**src/rtl/base_framer.sv**
```systemverilog
// base_framer: transmit-side stream framer.
// Accepts a (len, tag) burst request on a valid/ready port and emits len beats
// on a valid/ready/end stream, tagging every beat and flagging the final one.
// A len of 0 encodes the maximum burst of 2^lwidth beats.
module base_framer #(
  parameter int lwidth = 8,
  parameter int twidth = 4
) (
  input  logic              clk,
  input  logic              reset,
  input  logic              i_req_v,
  output logic              i_req_r,
  input  logic [lwidth-1:0] i_req_len,
  input  logic [twidth-1:0] i_req_tag,
  output logic              o_v,
  input  logic              o_r,
  output logic              o_e,
  output logic [twidth-1:0] o_tag,
  output logic [lwidth-1:0] o_cnt,
  output logic              o_act
);

  localparam logic [0:0] IDLE = 1'b0;
  localparam logic [0:0] SEND = 1'b1;

  localparam logic [lwidth-1:0] ONE = lwidth'(1);

  logic [0:0]        state_q;
  logic [lwidth-1:0] len_q;
  logic [lwidth-1:0] cnt_q;
  logic [twidth-1:0] tag_q;
  logic              e_q;

  logic              req_acc;
  logic              beat_take;
  logic [lwidth-1:0] cnt_inc;

  // Handshake decode; ready depends only on state, o_r and the end flag, so
  // a new burst can be accepted in the same cycle the final beat is taken.
  always_comb begin
    // NOTE: every signal driven here gets a value on every path; a missing
    // default would infer a latch.
    i_req_r   = 1'b0;
    beat_take = 1'b0;
    cnt_inc   = cnt_q + ONE;
    if (reset) begin
      i_req_r = (state_q == IDLE) | ((state_q == SEND) & o_r & e_q);
    end
    beat_take = (state_q == SEND) & o_r;
  end

  assign req_acc = i_req_v & i_req_r;

  // Burst sequencer: latches the request, steps the beat index, and
  // precomputes the end flag so every stream output comes from a flop.
  always_ff @(posedge clk or negedge reset) begin
    if (!reset) begin
      // NOTE: non-blocking assignments keep all flops updating from the
      // pre-edge values, which is what the back-to-back handoff relies on.
      state_q <= IDLE;
      len_q   <= '0;
      cnt_q   <= '0;
      tag_q   <= '0;
      e_q     <= 1'b0;
    end else if (req_acc) begin
      // New burst (from IDLE, or overlapping the final beat of the previous).
      state_q <= SEND;
      len_q   <= i_req_len;
      tag_q   <= i_req_tag;
      cnt_q   <= '0;
      // Index 0 is final only for a one-beat burst.
      e_q     <= (i_req_len == ONE);
    end else if (beat_take) begin
      if (e_q) begin
        state_q <= IDLE;
        e_q     <= 1'b0;
      end else begin
        cnt_q <= cnt_inc;
        // Modulo arithmetic makes len 0 end at index 2^lwidth - 1.
        e_q   <= (cnt_inc == (len_q - ONE));
      end
    end
  end

  assign o_v   = (state_q == SEND);
  assign o_act = (state_q == SEND);
  assign o_e   = e_q;
  assign o_tag = tag_q;
  assign o_cnt = cnt_q;

endmodule

```
**config.mk**
```make
export PLATFORM = sky130hd
export DESIGN_NAME = base_framer
export DESIGN_NICKNAME = d
export VERILOG_FILES = /design/src/rtl/base_framer.sv
export SDC_FILE = /design/constraint.sdc
export NUM_CORES = 1
export LEC_CHECK = 0
export BUFFER_PORTS_ARGS = -buffer_cell sky130_fd_sc_hd__clkbuf_2
export CORE_MARGIN = 5
export CORE_UTILIZATION = 46
export DETAILED_ROUTE_END_ITERATION = 10
export GPL_TIMING_DRIVEN = 0
export PLACE_DENSITY = 0.74
export SLEW_MARGIN = 10
export SYNTH_ARGS = -nofsm -noshare
export SYNTH_HDL_FRONTEND = slang
export SYNTH_SLANG_ARGS = --single-unit
export TNS_END_PERCENT = 20
```
**constraint.sdc**
```tcl
create_clock -name clk -period 1.5 [get_ports clk]
set_input_delay 0.3 -clock clk [delete_from_list [all_inputs] [get_ports clk]]
set_output_delay 0.3 -clock clk [all_outputs]
set_load 0.02 [all_outputs]
```
==> run metrics <==
status=complete, but fails checks; failing checks=negative setup slack; Commonest cells post-synth=dfrtp_1 (22), xnor2_1 (15), nand2_1 (14); Setup CP Type=flop to flop; P per Cell Area=2000 mW/mm2; Max Cap Viol=0; number of synthesized flops with an enable pin=0; total grt overflow=0; Tot GR Track Use=17.2%; Mapped Cells=121; Synth Register Bits=22; RePlAce Congestion=0.803; WP data required=1.77 ns; Tot Pwr=3.28 mW; CP arrival=1.83 ns; Crit. End Element=flop; Die ar.=0.00383 mm2; cell with the most instances after synthesis=dfrtp_1; Final Critical Period=1.56 ns; Final Cycle Share=104%; drt first pass iters=4; DP HPWL=2.03 mm; syn avg cell area=10.2 um2; WHS=0.204 ns; Filler cells=198; ys async rst share=100%; first-pass GRT wire length=4.79 mm; Setup TNS=-0.0835 ns; Ports=32; worst clock skew=0.00230 ns; CTS Buf Count=3; vias per std cell=5.40; Register Area=558 um2; Post-Syn Nets=139; clock transition at the registers of the reported paths=0.12 ns; Post-synth top flop=dfrtp_1; worst vdd ir=1410 uV; critical path's largest stage delay=0.41 ns; CP Cell Sequence=inv_1 -> ha_1 -> xor2_1 -> nand2_1 -> nor4_2 -> a41o_1; RSZ-0062 raised after global routing=yes; clock root cell=clkbuf_4; area of the multi-input gates=727 um2; antenna violations before repair=0; achievable frequency=639 MHz; CTS Sinks=22; worst slew pin tran=1.01 ns; top cell type's share of synthesized area=44.4%; slowest cell on the critical path=dfrtp_1; Die Y=61.9 um; Die Width=61.9 um; Max Root-Sink Buffers=2; Setup crit start kind=flop; Slew Viols, Final=0; family with the most delay on the worst path=flip-flops; fraction of layout cells with a size suffix above 1=49.1%; Nets=186; H-tree Lvls=1; IO buf count=31; # diodes=0; Final WS setup=-0.0642 ns; largest net degree at the start of global routing=23; Setup-failing EPs final=2; vias after detailed routing=1063; Leak=0.744 nW; Hold WC Path Type=input port to flop; Syn-to-layout area delta=32.5%; Yosys cell types=29; Synth area leaders=dfrtp_1 (44%), xnor2_1 (11%), mux2_2 (10%), xor2_1 (4.9%), nand2_1 (4.2%); core area=0.00252 mm2; dominant cell type by area after synthesis=dfrtp_1; Final Hold Fails=0; vias in the first global route=1080; DR WL/cell=15.1 um; Worst slew margin=33.0%; Initial Utilization=49.1%; CTS tree=done; Synth warnings=0; critical path fanouts, max=4; row count=18; CP Buf/Inv Count=1; Post-Synthesis Cell Area=0.00124 mm2; Starting DRT DRC Count=31; ANT nets after route=0; clock latency on the worst-skew pair=0.32 ns; # DRC=0; Post-Route WL=2.98 mm; sequential area share after synthesis=44.4%; Setup Slack @ Placement=-0.628 ns
==> path summary, 6_finish.rpt <==
kind | cells after the start | to | slack (ns) | start
worst max-delay path | 6 | o_e | -0.06 | len_q[0]
worst min-delay path | 3 | len_q[1] | 0.20 | i_req_len[1]
worst max register to register | 6 | o_e | -0.06 | len_q[0]
worst min register to register | 1 | o_tag[1] | 0.52 | o_tag[1]
max in group asynchronous | 2 | o_cnt[2] | 0.45 | reset
min in group asynchronous | 2 | o_cnt[5] | 0.37 | reset
==> cell type report <==
type                       count  area share (%)
multi-input combinational     93            44.3
clock buffer                   4            2.21
buffer                         3            1.22
tap                           30            2.29
sequential                    22            34.0
inverter                       3           0.686
timing repair buffer          42            15.3
==> power by group <==
group	internal [mW]	leakage (nW)	switching, mW
Sequential	0.843	0.266	0.304
Combinational	0.917	0.457	0.874
Clock	0.149	0.0210	0.188
Total	1.91	0.744	1.37
==> stage by stage <==
step | cell area, um2 | util (%) | instances
after floorplan | 1250 | - | 121
after global placement | 1440 | 57.2 | 182
after detailed placement | 1440 | 57.2 | 182
after CTS | 1570 | 62.2 | 192
after global routing | 1640 | 65.1 | 197
final | 1640 | 65.1 | 197
==> sequential cells by signal, indices dropped and copies added, names as in the netlist <==
signal	cells
o_cnt	8
len_q	8
o_tag	4
o_act	1
o_e	1
==> worst register-to-register path, delay by kind of cell, from the launching register on <==
kind / cells / cell delay, ns
fa+ha+maj: 1 / 0.30
simple gates: 2 / 0.38
buf+inv: 1 / 0.08
compound gates: 1 / 0.21
flops: 1 / 0.41
xor+xnor: 1 / 0.14
==> kinds of logic after synthesis <==
kind of cell	after synthesis	share of synthesized area, %
and+or+nand+nor	43	18.2
xor gates and xnor gates	22	15.6
adders and majority gates	2	2.02
buffers and inverters	6	2.22
muxes	13	11.6
AOI/OAI and AO/OA	13	5.96
DFF	22	44.4
==> per-layer routing <==
layer  share of wire (%)  GRT usage [%]  routed length [um]
met1                  41           21.7                1230
met2                  52           28.8                1540
met3                 5.8           3.51                 172
met4                 1.2           6.36                  35
met5                   0              0                   0
==> what timing repair did <==
item | in CTS | in global routing
pin swaps | 1 | 4
endpoints found under the setup margin | 22 | 42
hold buffers | 1 | 0
hold endpoints to repair | 22 | 0
buffers inserted | 5 | 5
resized for setup | 10 | 13
==> layout by cell type, fill, tap and decap left out, types with 2 or more instances in the layout <==
cell type | Yosys | final
nor2_1 | 10 | 8
inv_1 | 3 | 3
xnor2_1 | 15 | 14
nand3_2 | 1 | 2
xor2_1 | 7 | 7
nor3_1 | 5 | 4
o21ai_0 | 6 | 6
dfrtp_1 | 22 | 16
buf_4 | 1 | 12
mux2_2 | 11 | 11
mux2i_1 | 2 | 2
dfrtp_2 | 0 | 6
nand2_2 | 0 | 3
or3_1 | 2 | 2
nor2_2 | 0 | 2
nand4_1 | 2 | 2
clkbuf_4 | 0 | 4
clkbuf_2 | 0 | 30
a21oi_1 | 4 | 2
nand2_1 | 14 | 11
Power figures use the tool's default switching activity.
